--- config.mk ---
export PLATFORM = sky130hd
export DESIGN_NAME = l2_port_arbiter
export DESIGN_NICKNAME = d
export VERILOG_FILES = /design/src/rtl/l2_pkg.sv /design/src/rtl/l2_port_arbiter_sat_counter.sv /design/src/rtl/l2_port_arbiter.sv
export SDC_FILE = /design/constraint.sdc
export NUM_CORES = 1
export LEC_CHECK = 0
export CAP_MARGIN = 20
export CORE_AREA = 3 3 346 348
export CTS_BUF_LIST = sky130_fd_sc_hd__clkbuf_4 sky130_fd_sc_hd__clkbuf_8 sky130_fd_sc_hd__clkbuf_16
export DETAILED_ROUTE_END_ITERATION = 6
export DIE_AREA = 0 0 349 351
export PLACE_DENSITY = 0.3
export SLEW_MARGIN = 5
export SYNTH_ARGS = -nofsm -noshare
export SYNTH_HDL_FRONTEND = slang
export SYNTH_HIERARCHICAL = 1
export SYNTH_SLANG_ARGS = --single-unit
--- constraint.sdc ---
create_clock -name clk -period 4.9 [get_ports clk]
set_input_delay 1.225 -clock clk [delete_from_list [all_inputs] [get_ports clk]]
set_output_delay 1.225 -clock clk [all_outputs]
set_load 0.01 [all_outputs]
--- src/rtl/l2_pkg.sv ---
// Shared types and constants for the L2 processor-port arbiter.
package l2_pkg;

    localparam int L2_ADDR_W = 28;
    localparam int L2_DATA_W = 128;
    localparam int L2_CNT_W  = 16;

    typedef enum logic {
        ARB_IDLE = 1'b0,
        ARB_BUSY = 1'b1
    } arb_state_e;

    localparam logic PORT_I = 1'b0;
    localparam logic PORT_D = 1'b1;

endpackage

--- src/rtl/l2_port_arbiter_sat_counter.sv ---
// Saturating up-counter with asynchronous active-low reset.
module sat_counter #(
    parameter int CNT_W = 16
) (
    input  logic             clk,
    input  logic             rst_n,
    input  logic             inc,
    output logic [CNT_W-1:0] cnt
);

    always_ff @(posedge clk or negedge rst_n) begin
        if (!rst_n) begin
            cnt <= '0;
        end else if (inc && (cnt != '1)) begin
            cnt <= cnt + CNT_W'(1);
        end
    end

endmodule

--- src/rtl/l2_port_arbiter.sv ---
// Round-robin arbiter sharing the L2 processor port between the
// I-cache miss path and the D-cache miss/writeback path.
module l2_port_arbiter
    import l2_pkg::*;
#(
    parameter int ADDR_W = L2_ADDR_W,
    parameter int DATA_W = L2_DATA_W,
    parameter int CNT_W  = L2_CNT_W
) (
    input  logic              clk,
    input  logic              proc_reset_n,
    input  logic              i_read,
    input  logic              i_write,
    input  logic [ADDR_W-1:0] i_addr,
    input  logic [DATA_W-1:0] i_wdata,
    output logic [DATA_W-1:0] i_rdata,
    output logic              i_ready,
    input  logic              d_read,
    input  logic              d_write,
    input  logic [ADDR_W-1:0] d_addr,
    input  logic [DATA_W-1:0] d_wdata,
    output logic [DATA_W-1:0] d_rdata,
    output logic              d_ready,
    output logic              l2_read,
    output logic              l2_write,
    output logic [ADDR_W-1:0] l2_addr,
    output logic [DATA_W-1:0] l2_wdata,
    input  logic [DATA_W-1:0] l2_rdata,
    input  logic              l2_ready,
    output logic [CNT_W-1:0]  i_stall_cnt,
    output logic [CNT_W-1:0]  d_stall_cnt
);

    arb_state_e        state;
    logic              owner;
    logic              rr_ptr;
    logic              cap_read;
    logic              cap_write;
    logic [ADDR_W-1:0] cap_addr;
    logic [DATA_W-1:0] cap_wdata;

    logic              i_vld;
    logic              d_vld;
    logic              winner;
    logic              grant;
    logic              active;
    logic              done;
    logic              sel_read;
    logic              sel_write;
    logic [ADDR_W-1:0] sel_addr;
    logic [DATA_W-1:0] sel_wdata;

    // read&write together is illegal and never wins a grant
    assign i_vld = i_read ^ i_write;
    assign d_vld = d_read ^ d_write;

    always_comb begin
        winner = rr_ptr;
        unique case (1'b1)
            i_vld && !d_vld: winner = PORT_I;
            d_vld && !i_vld: winner = PORT_D;
            default:         winner = rr_ptr;
        endcase
    end

    assign grant  = (state == ARB_BUSY) ? owner : winner;
    assign active = proc_reset_n &&
                    ((state == ARB_BUSY) || i_vld || d_vld);
    assign done   = active && l2_ready;

    always_comb begin
        sel_read  = 1'b0;
        sel_write = 1'b0;
        sel_addr  = '0;
        sel_wdata = '0;
        if (state == ARB_BUSY) begin
            sel_read  = cap_read;
            sel_write = cap_write;
            sel_addr  = cap_addr;
            sel_wdata = cap_wdata;
        end else if (winner == PORT_D) begin
            sel_read  = d_read;
            sel_write = d_write;
            sel_addr  = d_addr;
            sel_wdata = d_wdata;
        end else begin
            sel_read  = i_read;
            sel_write = i_write;
            sel_addr  = i_addr;
            sel_wdata = i_wdata;
        end
    end

    assign l2_read  = active && sel_read;
    assign l2_write = active && sel_write;
    assign l2_addr  = active ? sel_addr  : '0;
    assign l2_wdata = active ? sel_wdata : '0;

    assign i_ready = done && (grant == PORT_I);
    assign d_ready = done && (grant == PORT_D);
    assign i_rdata = i_ready ? l2_rdata : '0;
    assign d_rdata = d_ready ? l2_rdata : '0;

    always_ff @(posedge clk or negedge proc_reset_n) begin
        if (!proc_reset_n) begin
            state     <= ARB_IDLE;
            owner     <= PORT_I;
            rr_ptr    <= PORT_I;
            cap_read  <= 1'b0;
            cap_write <= 1'b0;
            cap_addr  <= '0;
            cap_wdata <= '0;
        end else begin
            unique case (state)
                ARB_IDLE: begin
                    if (i_vld || d_vld) begin
                        if (l2_ready) begin
                            rr_ptr <= ~winner;
                        end else begin
                            owner     <= winner;
                            cap_read  <= sel_read;
                            cap_write <= sel_write;
                            cap_addr  <= sel_addr;
                            cap_wdata <= sel_wdata;
                            state     <= ARB_BUSY;
                        end
                    end
                end
                ARB_BUSY: begin
                    if (l2_ready) begin
                        rr_ptr <= ~owner;
                        state  <= ARB_IDLE;
                    end
                end
                default: state <= ARB_IDLE;
            endcase
        end
    end

    // a port stalls on any cycle it asserts read or write without completing
    sat_counter #(.CNT_W(CNT_W)) u_i_stall (
        .clk   (clk),
        .rst_n (proc_reset_n),
        .inc   ((i_read || i_write) && !i_ready),
        .cnt   (i_stall_cnt)
    );

    sat_counter #(.CNT_W(CNT_W)) u_d_stall (
        .clk   (clk),
        .rst_n (proc_reset_n),
        .inc   ((d_read || d_write) && !d_ready),
        .cnt   (d_stall_cnt)
    );

endmodule

[After elaboration in Yosys (flattened, before gate mapping)]
Cells that the tools add are included.
Word-level totals
  input port bits: 447
  register bits: 193
Cells by class
  equal/unequal tests: 5
  bitwise operators: 7
  add/subtract/negate cells: 2
  reductions and logical operators: 23
  multiplexer cells: 21
Operators by type and width (number)
  $mux 128: 5
  $mux 28: 3
  $add 16x1->16 const B: 2
  $ne 16x16->1 const B: 2
  $logic_and 1x1->1: 12
  $mux 1: 10
  $ne 2x2->1 const B: 3
  $pmux 1 s2: 3
  $reduce_and 3->1: 2
  $logic_or 1x1->1: 5
  $not 1->1: 5
  $logic_not 1->1: 4
  $xor 1x1->1: 2

[Longest topological paths before layout]
  depth after elaboration: 10
  depth in mapped cells: 14
  mapped depth without buffers: 11

[Modules after synthesis]
Netlist, hierarchy kept.
By module, submodules not included
  l2_port_arbiter: cells an instance 1385, sequential area each 4028.9 um^2, instances 1, area each 11446.0 um^2
  sat_counter: cells an instance 77, sequential area each 400.4 um^2, instances 2, area each 884.6 um^2

[Worst setup path before layout]
Ideal clock, no wire load.
  kind: input port to output port
  start point: in i_read
  end point: out l2_wdata[118]
  setup slack: 497 ps
  required time: 3675 ps
  stages on the path: 10
  buffers on the path: 3
  arrival time: 3178 ps
  cell sequence: inv_1 -> ha_1 -> inv_1 -> ha_1 -> mux2i_1 -> buf_2 -> buf_4 -> buf_4 -> mux2i_1 -> a211oi_1
On the way
  longest elaborated chain between the ends: 7
RTL lines
  start: declaration: line l2_port_arbiter.sv:12  | input logic i_read,
  $xor 1x1->1 (*): line l2_port_arbiter.sv:54  | assign i_vld = i_read ^ i_write;
  $logic_not 1->1: line l2_port_arbiter.sv:61  | d_vld && !i_vld: winner = PORT_D;
  $logic_and 1x1->1: line l2_port_arbiter.sv:61
  $pmux 1 s2: line l2_port_arbiter.sv:59  | unique case (1'b1)
  $mux 128: line l2_port_arbiter.sv:81  | end else if (winner == PORT_D) begin
  $mux 128: line l2_port_arbiter.sv:76  | if (state == ARB_BUSY) begin
  $mux 128 (*): line l2_port_arbiter.sv:97  | assign l2_wdata = active ? sel_wdata : '0;
  end: declaration: line l2_port_arbiter.sv:27  | output logic [DATA_W-1:0] l2_wdata,
Mark *: on every way between the ends. The rest lies on a longest branch, timed or not.

[Worst setup path after layout]
  start point: in i_read
  end point: out l2_read
On the way
  longest elaborated chain between the ends: 7
RTL lines
  $xor 1x1->1: line l2_port_arbiter.sv:54
  $logic_not 1->1: line l2_port_arbiter.sv:61
  $logic_and 1x1->1: line l2_port_arbiter.sv:61
  $pmux 1 s2: line l2_port_arbiter.sv:59
  $mux 1: line l2_port_arbiter.sv:81
  $mux 1: line l2_port_arbiter.sv:76
  $logic_and 1x1->1 (*): line l2_port_arbiter.sv:94  | assign l2_read = active && sel_read;
  end: declaration: line l2_port_arbiter.sv:24  | output logic l2_read,
Marks and branches as above.

==> summary.md <==
| Metric | Value |
|---|---|
| Top cell type's share of synthesized area | 0.3655 |
| Core box area | 116500 um^2 |
| Vias per inst | 3.796 |
| Ports | 895 |
| Clock Power Share | 0.190 |
| Cell taking the most area after synthesis | dfrtp_1 |
| Worst-Skew Late Latency | 0.50 ns |
| TritonCTS clock tree | built |
| R2R setup slack | 1.71 ns |
| Mapped Nets | 1992 |
| Fin worst setup slack | -0.01312 ns |
| FF+latch area | 4830 um^2 |
| Total grt overflow | 0 |
| Final wirelength | 96300 um |
| Layout cells sized above 1 | 0.2291 |
| Worst hold path type | flip-flop to flip-flop |
| First-pass GRT wire length | 130200 um |
| Min Hold Slack | 0.5280 ns |
| DRT Pass-1 Iters | 5 |
| Clock Skews | 0.02085 ns |
| Nets | 3055 |
| WP data arrival | 3.69 ns |
| Longest Clk Path Bufs | 2 |
| TritonCTS buffer count | 17 |
| Dpl hpwl | 79630 um |
| Sw Pwr | 0.003145 W |
| Total number of vias | 15750 |
| Synth Area per Inst | 8.587 um^2 |
| Die Y | 351 um |
| Peak VDD IR | 0.2289 mV |
| Pre-CTS WS | -1.027 ns |
| Hold path cells | 2 |
| Finished Layout Cells | 4148 |
| Least-Margin Pin Slew | 0.8591 ns |
| Worst rel slew slack | 0.4273 |
| Initial Util | 0.1134 |
| FF+latch count, synth | 193 |
| Reg power frac | 0.284 |
| Root Buffer | clkbuf_16 |
| R2R depth | 11 |
| Max frequency | 203.5 MHz |
| Seq/Total Area, Yosys | 0.3655 |
| Leak | 11.85 nW |
| Sw Ratio | 0.3820 |
| R2r startpoint | state$_DFF_PN0_ |
| RSZ-0062 raised after global routing | true |
| Area of the multi-input gates | 8278 um^2 |
| Startpoint Class | input pin |
| Critical hold path startpoint | cap_wdata[109]$_DFFE_PN0P_ |
| Fin util | 0.2328 |
| Critical path capture point type | output pin |
| Crit. Startpoint | i_read |
| H-Tree Depth | 4 |
| Clk sink count | 193 |
| GRT Total Usage | 0.1501 |
| Die Wd | 349 um |
| Setup violators final | 2 |
| Worst-path clk slew | 0.07 ns |
| Slowest-stage cell, CP | clkdlybuf4s50_1 |
| YS warnings | 6 |
| Fin area | 27120 um^2 |
| Crit-path max cell delay | 0.53 ns |
| Mapped cell area | 13220 um^2 |
| Status | complete, but fails checks |
| Post-route ant nets | 0 |
| Top post-synthesis cells by area | dfrtp_1 (37%), mux2i_1 (12%), nor2_1 (9.4%) |
| Max-cap violation count | 0 |
| Pint | 0.005088 W |
| Synth cell types | 42 |
| Area after DPL | 25730 um^2 |
| Area Overhead vs Synth | 105.2% |
| Initial DRC count | 633 |
| Initial antenna violation count | 35 |
| Minimum clock period | 4.913 ns |
| Drt wl/cell | 23.22 um |
| Vias in the first global route | 16290 |
| Cells after DPL | 4068 |
| WP data required | 3.67 ns |
| Post-Synthesis Cells | 1539 |
| Final period util | 1.003 |
| Total die area | 122500 um^2 |
| Num rows | 125 |
| Fin. Hold Viols | 0 |
| Post-CTS Hold Buffers | 0 |
| Crit Path Max Fanout | 14 |
| Placer Congestion | 0.8600 |
| Gate power share | 0.526 |
| Fin. max-slew vios | 0 |
| Crit Path Class | input pin to output pin |
| IO Port Bufs | 894 |
| Critical path, cell by cell | buf_8, inv_4, ha_4, inv_4, ha_4, mux2i_4, buf_12, buf_12, mux2i_2, a211oi_2, clkdlybuf4s50_1 |
| Drt drc | 0 |
| Failing checks | negative setup slack |
| Filler instances | 12700 |
| Power per cell area | 303.6 nW/um^2 |
| Largest net degree at the start of global routing | 114 |
power groups by stage:
stage                     clock, W  sequential, W  combinational (W)
final                      0.00156        0.00234            0.00433
after global placement           0        0.00235            0.00417
after detailed placement         0        0.00237            0.00419
after CTS                  0.00168        0.00234            0.00441
after floorplan                  0        0.00231            0.00174
after global routing       0.00171        0.00240            0.00470
cells by family after synthesis:
group | after synthesis | synth area share
muxes | 163 | 0.1250
buffers and inverters | 157 | 0.05416
and+or+nand+nor | 654 | 0.2677
AOI/OAI and AO/OA | 352 | 0.1728
xor gates and xnor gates | 14 | 0.009278
adders and majority gates | 6 | 0.005681
DFF | 193 | 0.3655
final cells by class:
type,count,share of cell area
diodes,9,0.0008304
clock buffers,19,0.01670
clock inverters,13,0.006274
inverters,8,0.001661
multi-input cells,1189,0.3052
flip-flops and latches,193,0.1781
well taps,1524,0.07030
repair buffers,1193,0.4210
state kept, by name (all words and copies together), names as in the netlist:
signal         cells
owner              1
cap_addr          28
rr_ptr             1
u_i_stall/cnt     16
u_d_stall/cnt     16
cap_write          1
cap_read           1
cap_wdata        128
state              1
per-stage QoR:
stage,TNS (ns),power (W)
2_1_floorplan,0,0.004050
3_3_place_gp,-310.92,0.006528
3_5_place_dp,-298.22,0.006559
4_1_cts,-0.5611,0.008434
5_1_grt,-0.5928,0.008815
6_report,-0.01576,0.008233
placed cells by master (no fill, tap or decap), types with 6 or more instances in the layout:
| master | n |
|---|---|
| clkdlybuf4s50_1 | 501 |
| mux2i_2 | 34 |
| nand2_1 | 7 |
| dlymetal6s2s_1 | 29 |
| o21a_1 | 6 |
| and2_1 | 120 |
| and2_4 | 8 |
| buf_12 | 42 |
| dlygate4sd2_1 | 185 |
| buf_6 | 24 |
| diode_2 | 9 |
| nand3_1 | 10 |
| mux2i_1 | 101 |
| nor3b_1 | 125 |
| a21oi_1 | 167 |
| a211oi_2 | 16 |
| a211oi_1 | 143 |
| dfrtp_1 | 193 |
| clkbuf_16 | 17 |
| nand4_1 | 18 |
| clkbuf_2 | 38 |
| mux2i_4 | 24 |
| xnor2_1 | 10 |
| buf_4 | 263 |
| nor2_1 | 331 |
| buf_2 | 43 |
| clkdlybuf4s15_1 | 34 |
| clkdlybuf4s15_2 | 19 |
worst paths after layout:
| check | end |
|---|---|
| max in group asynchronous | cap_wdata[102]$_DFFE_PN0P_ |
| min | cap_wdata[109]$_DFFE_PN0P_ |
| min in group asynchronous | cap_wdata[13]$_DFFE_PN0P_ |
| max | l2_read |
| min reg2reg | cap_wdata[109]$_DFFE_PN0P_ |
| max reg2reg | u_d_stall/cnt[15]$_DFFE_PN0P_ |
synthesized netlist by cell type:
master     count
a2111oi_4      1
a211o_1        1
a211oi_1     159
a21oi_1      168
a31oi_1        5
a32oi_1        2
a41oi_1        4
and2_1       128
and3_1         4
and3_2         2
and4_1         4
buf_1          7
buf_2         22
buf_4         23
clkbuf_1      87
clkbuf_2      10
dfrtp_1      193
ha_1           6
inv_1          7
inv_2          1
mux2_4         4
mux2i_1      159
nand2_1        7
nand2b_1       3
nand3_1       10
nand3_2        4
nand3_4        4
nand4_1       18
nand4_4        2
nor2_1       331
nor2b_1        1
nor3_1         3
nor3b_1      128
nor4_2         2
nor4_4         2
o21a_1         6
o21ai_0        2
o21ba_2        1
o31ai_4        3
or3b_2         1
xnor2_1       10
xor2_1         4
layer usage:
| metal | vias up | wire length, um | global-route usage |
|---|---|---|---|
| met2 | 616 | 53690 | 0.2947 |
| met3 | 107 | 6376 | 0.04191 |
| met5 | - | 22 | 0 |
| li1 | 7580 | - | - |
| met4 | 4 | 2938 | 0.06440 |
| met1 | 7439 | 33270 | 0.1450 |
worst max-delay path: cells and delay by family:
| family | cells | cell delay (ns) |
|---|---|---|
| AO/OA/AOI/OAI | 1 | 0.14 |
| adder cells (fa/ha/maj) | 2 | 0.56 |
| buffers and inverters | 6 | 1.06 |
| multiplexers | 2 | 0.69 |
what timing repair did:
action / 4_1_cts / 5_1_grt
pin swaps: 7 / 5
resized for setup: 722 / 155
endpoints found under the setup margin: 416 / 149
cloned: 9 / 0
buffers inserted: 25 / 8
No activity file was read; power rests on OpenSTA's default activity.
